==> config.mk <==
export PLATFORM = sky130hd
export DESIGN_NAME = pc_seq
export DESIGN_NICKNAME = d
export VERILOG_FILES = /design/src/rtl/pc_seq.sv
export SDC_FILE = /design/constraint.sdc
export NUM_CORES = 1
export LEC_CHECK = 0
export ABC_AREA = 1
export CORE_UTILIZATION = 50
export CTS_BUF_LIST = sky130_fd_sc_hd__clkbuf_4 sky130_fd_sc_hd__clkbuf_8
export DETAILED_ROUTE_END_ITERATION = 8
export HOLD_SLACK_MARGIN = 0.02
export PLACE_DENSITY_LB_ADDON = 0.3
export SLEW_MARGIN = 30
export SYNTH_ARGS = -nofsm -noshare
export SYNTH_HDL_FRONTEND = slang
export SYNTH_SLANG_ARGS = --single-unit
==> constraint.sdc <==
create_clock -name sysclk -period 3.5 [get_ports sysclk]
set_input_delay 0.525 -clock sysclk [delete_from_list [all_inputs] [get_ports sysclk]]
set_output_delay 0.525 -clock sysclk [all_outputs]
set_load 0.02 [all_outputs]
==> src/rtl/pc_seq.sv <==
// pc_seq -- program counter sequencer with vectored interrupt entry.
//
// Chooses the next PC among sequential, branch, jump, register-jump and
// illegal-op targets, captures rising edges of the interrupt request lines
// into a pending register and, in user mode, diverts the PC to a per-line
// interrupt vector while saving the abandoned PC in epc.
//
// Build option: define PC_SEQ_IRQ_MASK_EN to get a writable interrupt mask
// register. Without it the mask is fixed at all ones and mask_we/mask_wdata
// are ignored.
module pc_seq #(
  parameter int          NIRQ       = 4,
  parameter logic [31:0] RESET_VEC  = 32'h80000000,
  parameter logic [31:0] ILLOP_VEC  = 32'h80000004,
  parameter logic [31:0] XADR_VEC   = 32'h80000008,
  parameter logic [31:0] VEC_STRIDE = 32'd0
) (
  input  logic            sysclk,
  input  logic            reset,
  input  logic            stall,
  input  logic [2:0]      pc_src,
  input  logic            br_taken,
  input  logic [31:0]     br_off,
  input  logic [25:0]     jidx,
  input  logic [31:0]     jr_tgt,
  input  logic [NIRQ-1:0] irq_in,
  input  logic            mask_we,
  input  logic [NIRQ-1:0] mask_wdata,
  output logic [31:0]     pc,
  output logic [31:0]     pc_plus4,
  output logic [31:0]     epc,
  output logic            kernel,
  output logic            irq_take,
  output logic [3:0]      irq_cause,
  output logic [NIRQ-1:0] pending
);

  localparam logic [2:0] SRC_SEQ    = 3'd0;
  localparam logic [2:0] SRC_BRANCH = 3'd1;
  localparam logic [2:0] SRC_JUMP   = 3'd2;
  localparam logic [2:0] SRC_JR     = 3'd3;

  logic [31:0]     pc_reg;
  logic [31:0]     pc_next;
  logic [31:0]     epc_reg;
  logic [31:0]     epc_next;
  logic [NIRQ-1:0] pending_reg;
  logic [NIRQ-1:0] pending_next;
  logic [NIRQ-1:0] irq_hist_reg;
  logic [NIRQ-1:0] irq_rise;
  logic [NIRQ-1:0] mask_val;
  logic [NIRQ-1:0] eligible;
  logic [NIRQ-1:0] clr_onehot;
  logic [3:0]      cause_sel;
  logic            any_eligible;
  logic            take;
  logic [31:0]     seq_pc;
  logic [31:0]     branch_pc;
  logic [31:0]     jump_pc;
  logic [31:0]     jr_pc;
  logic [31:0]     irq_vec;

  // ---------------------------------------------------------------------
  // Interrupt mask: writable register or constant all ones
  // ---------------------------------------------------------------------
`ifdef PC_SEQ_IRQ_MASK_EN
  logic [NIRQ-1:0] mask_reg;

  // Mask register; writes are honoured even while the pipeline is stalled.
  always_ff @(posedge sysclk or posedge reset) begin
    if (reset) begin
      mask_reg <= '1;
    end else if (mask_we) begin
      mask_reg <= mask_wdata;
    end
  end

  assign mask_val = mask_reg;
`else
  logic unused_mask_inputs;

  assign mask_val           = '1;
  assign unused_mask_inputs = ^{mask_we, mask_wdata};
`endif

  // ---------------------------------------------------------------------
  // Edge detection, eligibility and pending-bit update, one slice per line
  // ---------------------------------------------------------------------
  assign irq_rise = irq_in & ~irq_hist_reg;

  generate
    for (genvar gi = 0; gi < NIRQ; gi++) begin : g_line
      assign eligible[gi]     = pending_reg[gi] & mask_val[gi];
      assign clr_onehot[gi]   = take && (cause_sel == 4'(gi));
      // A fresh edge wins over the clear so a request arriving while its
      // previous instance is being serviced is not lost.
      assign pending_next[gi] = irq_rise[gi] | (pending_reg[gi] & ~clr_onehot[gi]);
    end
  endgenerate

  assign any_eligible = |eligible;

  // Lowest-index eligible line wins: scan downwards so the last hit is the lowest.
  always_comb begin
    cause_sel = 4'd0;
    for (int i = NIRQ - 1; i >= 0; i--) begin
      if (eligible[i]) begin
        cause_sel = 4'(i);
      end
    end
  end

  // Interrupts are only entered from user mode on an unstalled cycle.
  assign take      = any_eligible & ~pc_reg[31] & ~stall;
  assign irq_take  = take;
  assign irq_cause = take ? cause_sel : 4'd0;

  // ---------------------------------------------------------------------
  // Candidate targets (all arithmetic wraps modulo 2^32)
  // ---------------------------------------------------------------------
  assign seq_pc    = pc_reg + 32'd4;
  assign branch_pc = seq_pc + {br_off[29:0], 2'b00};
  assign jump_pc   = {seq_pc[31:28], jidx, 2'b00};
  // User code cannot reach kernel space through a register jump.
  assign jr_pc     = pc_reg[31] ? jr_tgt : {1'b0, jr_tgt[30:0]};
  assign irq_vec   = XADR_VEC + ({28'd0, cause_sel} * VEC_STRIDE);

  // Next PC / EPC selection; interrupt entry overrides every pc_src value.
  always_comb begin
    pc_next  = pc_reg;
    epc_next = epc_reg;
    if (!stall) begin
      if (take) begin
        pc_next  = irq_vec;
        epc_next = pc_reg;
      end else begin
        case (pc_src)
          SRC_SEQ:    pc_next = seq_pc;
          SRC_BRANCH: pc_next = br_taken ? branch_pc : seq_pc;
          SRC_JUMP:   pc_next = jump_pc;
          SRC_JR:     pc_next = jr_pc;
          default: begin
            pc_next  = ILLOP_VEC;
            epc_next = seq_pc;
          end
        endcase
      end
    end
  end

  // PC and EPC registers; the stall hold is folded into pc_next/epc_next.
  always_ff @(posedge sysclk or posedge reset) begin
    if (reset) begin
      pc_reg  <= RESET_VEC;
      epc_reg <= 32'd0;
    end else begin
      pc_reg  <= pc_next;
      epc_reg <= epc_next;
    end
  end

  // Request history and pending capture keep running during stall and kernel mode.
  always_ff @(posedge sysclk or posedge reset) begin
    if (reset) begin
      irq_hist_reg <= '0;
      pending_reg  <= '0;
    end else begin
      irq_hist_reg <= irq_in;
      pending_reg  <= pending_next;
    end
  end

  assign pc       = pc_reg;
  assign pc_plus4 = seq_pc;
  assign epc      = epc_reg;
  assign kernel   = pc_reg[31];
  assign pending  = pending_reg;

endmodule

==> metrics.txt <==
# TYPE chip_impl_metric gauge
chip_impl_metric{name="fin_area",unit="um^2"} 9820
chip_impl_metric{name="synthArstFlopShare",unit="%"} 100
chip_impl_metric{name="worst-path-max-fanout",unit=""} 5
chip_impl_metric{name="critPathRequiredTime",unit="ns"} 3.79
chip_impl_metric{name="portBuffers",unit=""} 202
chip_impl_metric{name="synth_area_per_cell",unit="um^2"} 6.07
chip_impl_metric{name="hold-worst-slack",unit="ns"} 0.436
chip_impl_metric{name="die-width",unit="um"} 121
chip_impl_metric{name="worst-r2r-cell-count",unit=""} 21
chip_impl_metric{name="final.setup.tns",unit="ns"} 0
chip_impl_info{name="violations_in_the_final_reports",value="DRC"} 1
chip_impl_metric{name="max_slew.worst_pin.slew",unit="ns"} 0.618
chip_impl_metric{name="fillcell_total",unit=""} 1182
chip_impl_metric{name="design.portCount",unit=""} 212
chip_impl_metric{name="hpwl",unit="mm"} 22.0
chip_impl_metric{name="fin_total_pwr",unit="mW"} 3.18
chip_impl_metric{name="grt_antenna_before_repair",unit=""} 0
chip_impl_metric{name="post_cts_resized",unit=""} 0
chip_impl_metric{name="drtAntennaViolNets",unit=""} 0
chip_impl_metric{name="drt_pre_antenna_iters",unit=""} 7
chip_impl_info{name="worstReg2RegEnd",value="pc[31]$_DFFE_PP1N_"} 1
chip_impl_metric{name="hold_depth",unit=""} 1
chip_impl_info{name="synth.top_cells.by_area",value="sky130_fd_sc_hd__dfrtp_1, sky130_fd_sc_hd__nand2_1, sky130_fd_sc_hd__inv_1, sky130_fd_sc_hd__nand3_1, sky130_fd_sc_hd__ha_1"} 1
chip_impl_metric{name="static-leakage-power",unit="nW"} 5.04
chip_impl_metric{name="synth_edf_count",unit=""} 0
chip_impl_metric{name="pwr-share-comb",unit="%"} 42.1
chip_impl_metric{name="dr.first_iter.drc_count",unit=""} 942
chip_impl_info{name="critical_path_class",value="flop to flop"} 1
chip_impl_info{name="post-synth-top-area-cell",value="sky130_fd_sc_hd__dfrtp_1"} 1
chip_impl_metric{name="multi_input_comb_area",unit="um^2"} 4350
chip_impl_metric{name="grt_first_pass_wirelength",unit="mm"} 41.1
chip_impl_metric{name="via_count",unit=""} 8673
chip_impl_metric{name="power.share.switching",unit="%"} 37.2
chip_impl_metric{name="seq_power_share",unit="%"} 31.7
chip_impl_info{name="holdCritPathClass",value="flop to flop"} 1
chip_impl_metric{name="vias_per_cell",unit=""} 5.48
chip_impl_metric{name="gr-usage-all-layers",unit="%"} 37.2
chip_impl_metric{name="die_h",unit="um"} 121
chip_impl_metric{name="slew_headroom",unit="%"} 58.8
chip_impl_metric{name="number_of_standard_cells_after_synthesis",unit=""} 1163
chip_impl_metric{name="post-route-drc-count",unit=""} 2
chip_impl_metric{name="pwr_density_cell",unit="nW/um^2"} 324
chip_impl_metric{name="synthesis.area",unit="um^2"} 7060
chip_impl_metric{name="setup_viol",unit=""} 0
chip_impl_metric{name="routabilityCongestion",unit=""} 0.998
chip_impl_metric{name="syn2layout_area_growth",unit="%"} 39.0
chip_impl_metric{name="timing.final.max_slew_violations",unit=""} 0
chip_impl_metric{name="floorplan.initialDensity",unit="%"} 51.1
chip_impl_info{name="cts_tree",value="done"} 1
chip_impl_info{name="min_to",value="pending[3]$_DFF_PP0_"} 1
chip_impl_metric{name="achievable-frequency",unit="MHz"} 307
chip_impl_metric{name="share_of_layout_cells_above_drive_strength_1",unit="%"} 8.19
chip_impl_metric{name="routed_wire_length_per_instance",unit="um"} 17.0
chip_impl_metric{name="count_of_different_cell_masters_after_synthesis",unit=""} 50
chip_impl_metric{name="fin_hold_viols",unit=""} 0
chip_impl_metric{name="num-nets-final",unit=""} 1540
chip_impl_metric{name="area.sequential",unit="um^2"} 1800
chip_impl_metric{name="worst_path_clk_slew",unit="ns"} 0.08
chip_impl_metric{name="placeableCoreArea",unit="um^2"} 13800
chip_impl_metric{name="placed_area",unit="um^2"} 9540
chip_impl_metric{name="cts_hold_buf",unit=""} 0
chip_impl_info{name="hold_path_origin",value="irq_hist_reg[3]$_DFF_PP0_"} 1
chip_impl_metric{name="min_period_over_period",unit="%"} 93.2
chip_impl_metric{name="cap_violations",unit=""} 0
chip_impl_metric{name="fin_crit",unit="ns"} 3.26
chip_impl_metric{name="largest_net_degree_at_the_start_of_global_routing",unit=""} 33
chip_impl_info{name="rr_startpoint",value="pc[3]$_DFFE_PP0N_"} 1
chip_impl_metric{name="post_cts.repair.setup_buffers",unit=""} 0
chip_impl_metric{name="vias_in_the_first_global_route",unit=""} 8045
chip_impl_metric{name="synth_top_cell_area_share",unit="%"} 25.2
chip_impl_info{name="run_status",value="finished, violations left"} 1
chip_impl_metric{name="finalClockSkew",unit="ns"} 0.0121
chip_impl_metric{name="power_share_of_the_clock_group",unit="%"} 26.2
chip_impl_metric{name="power.switching",unit="mW"} 1.18
chip_impl_info{name="ys.flop_type",value="sky130_fd_sc_hd__dfrtp_1"} 1
chip_impl_metric{name="diodes",unit=""} 0
chip_impl_metric{name="postRouteWirelength",unit="mm"} 27.0
chip_impl_metric{name="cts_made_buffers",unit=""} 9
chip_impl_metric{name="utilization",unit="%"} 71.0
chip_impl_metric{name="die_area",unit="um^2"} 14600
chip_impl_metric{name="worstSkewPairLatency",unit="ns"} 0.36
chip_impl_metric{name="ir_worst_vdd",unit="mV"} 0.212
chip_impl_metric{name="power_report.internal_total",unit="mW"} 2.00
chip_impl_metric{name="worst-r2r-setup-slack",unit="ns"} 0.24
chip_impl_metric{name="count_of_state_elements_after_synthesis",unit=""} 72
chip_impl_metric{name="yosysWarningCount",unit=""} 0
chip_impl_metric{name="clock_tree.buffer_depth",unit=""} 2
chip_impl_metric{name="share_of_the_yosys_chip_area_belonging_to_registers",unit="%"} 25.5
chip_impl_info{name="clock_tree.root_cell",value="sky130_fd_sc_hd__clkbuf_8"} 1
chip_impl_metric{name="number_of_placement_rows",unit=""} 43
chip_impl_metric{name="globalRoute.totalOverflow",unit=""} 0
chip_impl_info{name="cp-end-kind",value="flop"} 1
chip_impl_metric{name="cts_num_sinks",unit=""} 72
chip_impl_info{name="worstSetupStartpointType",value="flop"} 1
chip_impl_metric{name="timing.critical_path.arrival",unit="ns"} 3.55
chip_impl_metric{name="h-tree-depth",unit=""} 3
-- critical path: stages, from the launching register on --
cell and delay, ns:
sky130_fd_sc_hd__dfrtp_1 0.37, sky130_fd_sc_hd__ha_1 0.20, sky130_fd_sc_hd__nand2_2 0.10, sky130_fd_sc_hd__nor2_4 0.15, sky130_fd_sc_hd__nand2_2 0.13, sky130_fd_sc_hd__nor2_4 0.18, sky130_fd_sc_hd__nand3_1 0.13, sky130_fd_sc_hd__xor2_2 0.18
sky130_fd_sc_hd__buf_4 0.16, sky130_fd_sc_hd__inv_1 0.06, sky130_fd_sc_hd__ha_1 0.35, sky130_fd_sc_hd__nand2_1 0.13, sky130_fd_sc_hd__inv_1 0.06, sky130_fd_sc_hd__a21oi_2 0.16, sky130_fd_sc_hd__nor2_1 0.05, sky130_fd_sc_hd__nor2_1 0.15
sky130_fd_sc_hd__nand2_1 0.10, sky130_fd_sc_hd__a21oi_1 0.15, sky130_fd_sc_hd__nand2_1 0.08, sky130_fd_sc_hd__nand3_1 0.07, sky130_fd_sc_hd__nand2_1 0.05, sky130_fd_sc_hd__a21oi_1 0.15
-- power by group through the flow --
stage	Sequential [mW]	Combinational (mW)	Clock, mW
after floorplan	1.13	0.589	0
after global placement	1.02	1.31	0
after global routing	1.02	1.45	0.871
after detailed placement	1.02	1.32	0
final	1.01	1.34	0.834
after CTS	1.01	1.33	0.835
-- final cells by class --
| class | count | area share, % |
|---|---|---|
| Timing Repair Buffer | 257 | 24.8 |
| Clock buffer | 11 | 1.48 |
| Inverter | 201 | 7.69 |
| Clock inverter | 5 | 1.06 |
| Tap cell | 180 | 2.29 |
| Sequential cell | 72 | 18.4 |
| Multi-Input combinational cell | 858 | 44.3 |
-- metrics by stage --
stage | setup slack (ns) | cells
global placement | 0.318 | 1568
global route | -0.0248 | 1584
finish | 0.237 | 1584
floorplan | 0.436 | 1164
detailed placement | 0.257 | 1568
CTS | 0.222 | 1584
-- placed cells by master, fill, tap and decap left out, types with 3 or more instances in the layout --
| cell type | count |
|---|---|
| sky130_fd_sc_hd__a21o_1 | 3 |
| sky130_fd_sc_hd__a21oi_1 | 46 |
| sky130_fd_sc_hd__a22oi_1 | 23 |
| sky130_fd_sc_hd__a31oi_1 | 4 |
| sky130_fd_sc_hd__buf_4 | 55 |
| sky130_fd_sc_hd__bufinv_16 | 3 |
| sky130_fd_sc_hd__clkbuf_8 | 10 |
| sky130_fd_sc_hd__clkdlybuf4s50_1 | 202 |
| sky130_fd_sc_hd__dfrtp_1 | 71 |
| sky130_fd_sc_hd__ha_1 | 34 |
| sky130_fd_sc_hd__inv_1 | 193 |
| sky130_fd_sc_hd__inv_2 | 6 |
| sky130_fd_sc_hd__nand2_1 | 417 |
| sky130_fd_sc_hd__nand2_2 | 4 |
| sky130_fd_sc_hd__nand3_1 | 88 |
| sky130_fd_sc_hd__nand3_2 | 3 |
| sky130_fd_sc_hd__nand4_1 | 10 |
| sky130_fd_sc_hd__nor2_1 | 75 |
| sky130_fd_sc_hd__nor2_2 | 8 |
| sky130_fd_sc_hd__nor2_4 | 5 |
| sky130_fd_sc_hd__nor3_1 | 5 |
| sky130_fd_sc_hd__nor3_2 | 6 |
| sky130_fd_sc_hd__o211ai_1 | 7 |
| sky130_fd_sc_hd__o21ai_0 | 37 |
| sky130_fd_sc_hd__o21ai_1 | 11 |
| sky130_fd_sc_hd__o21bai_1 | 5 |
| sky130_fd_sc_hd__o221ai_1 | 11 |
| sky130_fd_sc_hd__o22ai_1 | 20 |
| sky130_fd_sc_hd__or2_2 | 3 |
| sky130_fd_sc_hd__xnor2_1 | 3 |
| sky130_fd_sc_hd__xor2_1 | 12 |
| sky130_fd_sc_hd__xor2_2 | 3 |
-- cell families after synthesis --
logic type               count (synthesis)  synth area share [%]
AND/OR/NAND/NOR                        630                  37.5
other                                    1                0.0531
XOR/XNOR                                18                  2.45
AO/OA/AOI/OAI                          173                  14.9
adder cells (fa/ha/maj)                 35                  6.31
buffers and inverters                  234                  13.3
flip-flops                              72                  25.5
-- how the worst max path moves through the flow --
stage	from	end	slack, ns	depth (start not counted)
finish	pc[3]$_DFFE_PP0N_	pc[31]$_DFFE_PP1N_	0.24	21
floorplan	pc[3]$_DFFE_PP0N_	pc[30]$_DFFE_PP0N_	0.44	20
global route	pc[5]$_DFFE_PP0N_	pc[28]$_DFFE_PP0N_	-0.02	20
detailed placement	pc[3]$_DFFE_PP0N_	pc[31]$_DFFE_PP1N_	0.26	21
global placement	pc[5]$_DFFE_PP0N_	pc[31]$_DFFE_PP1N_	0.32	19
CTS	pc[3]$_DFFE_PP0N_	pc[31]$_DFFE_PP1N_	0.22	21
-- Yosys cell counts (4+ instances only) --
cell / number
sky130_fd_sc_hd__xor2_1: 13
sky130_fd_sc_hd__dfrtp_1: 71
sky130_fd_sc_hd__o22ai_1: 20
sky130_fd_sc_hd__nor2_2: 7
sky130_fd_sc_hd__nor2_4: 5
sky130_fd_sc_hd__o221ai_1: 11
sky130_fd_sc_hd__o21bai_1: 5
sky130_fd_sc_hd__clkbuf_1: 18
sky130_fd_sc_hd__nand2_1: 417
sky130_fd_sc_hd__ha_1: 34
sky130_fd_sc_hd__o21ai_0: 38
sky130_fd_sc_hd__nand4_1: 10
sky130_fd_sc_hd__a31oi_1: 4
sky130_fd_sc_hd__nand2_2: 4
sky130_fd_sc_hd__inv_2: 4
sky130_fd_sc_hd__a22oi_1: 23
sky130_fd_sc_hd__nor3_1: 8
sky130_fd_sc_hd__nor2_1: 76
sky130_fd_sc_hd__buf_4: 6
sky130_fd_sc_hd__inv_1: 195
sky130_fd_sc_hd__buf_2: 4
sky130_fd_sc_hd__a21oi_1: 47
sky130_fd_sc_hd__nand3_1: 88
sky130_fd_sc_hd__o211ai_1: 7
sky130_fd_sc_hd__o21ai_1: 10
-- per-layer routing --
metal,wire length (um),track usage (%),share of wire (%),up-vias
met5,0,0,0,-
met4,1580,20.8,5.9,0
met3,2330,5.85,8.6,93
met2,11900,59.2,44,510
met1,11100,48.0,41,3896
li1,-,-,-,4174
No activity file was read; power rests on OpenSTA's default activity.
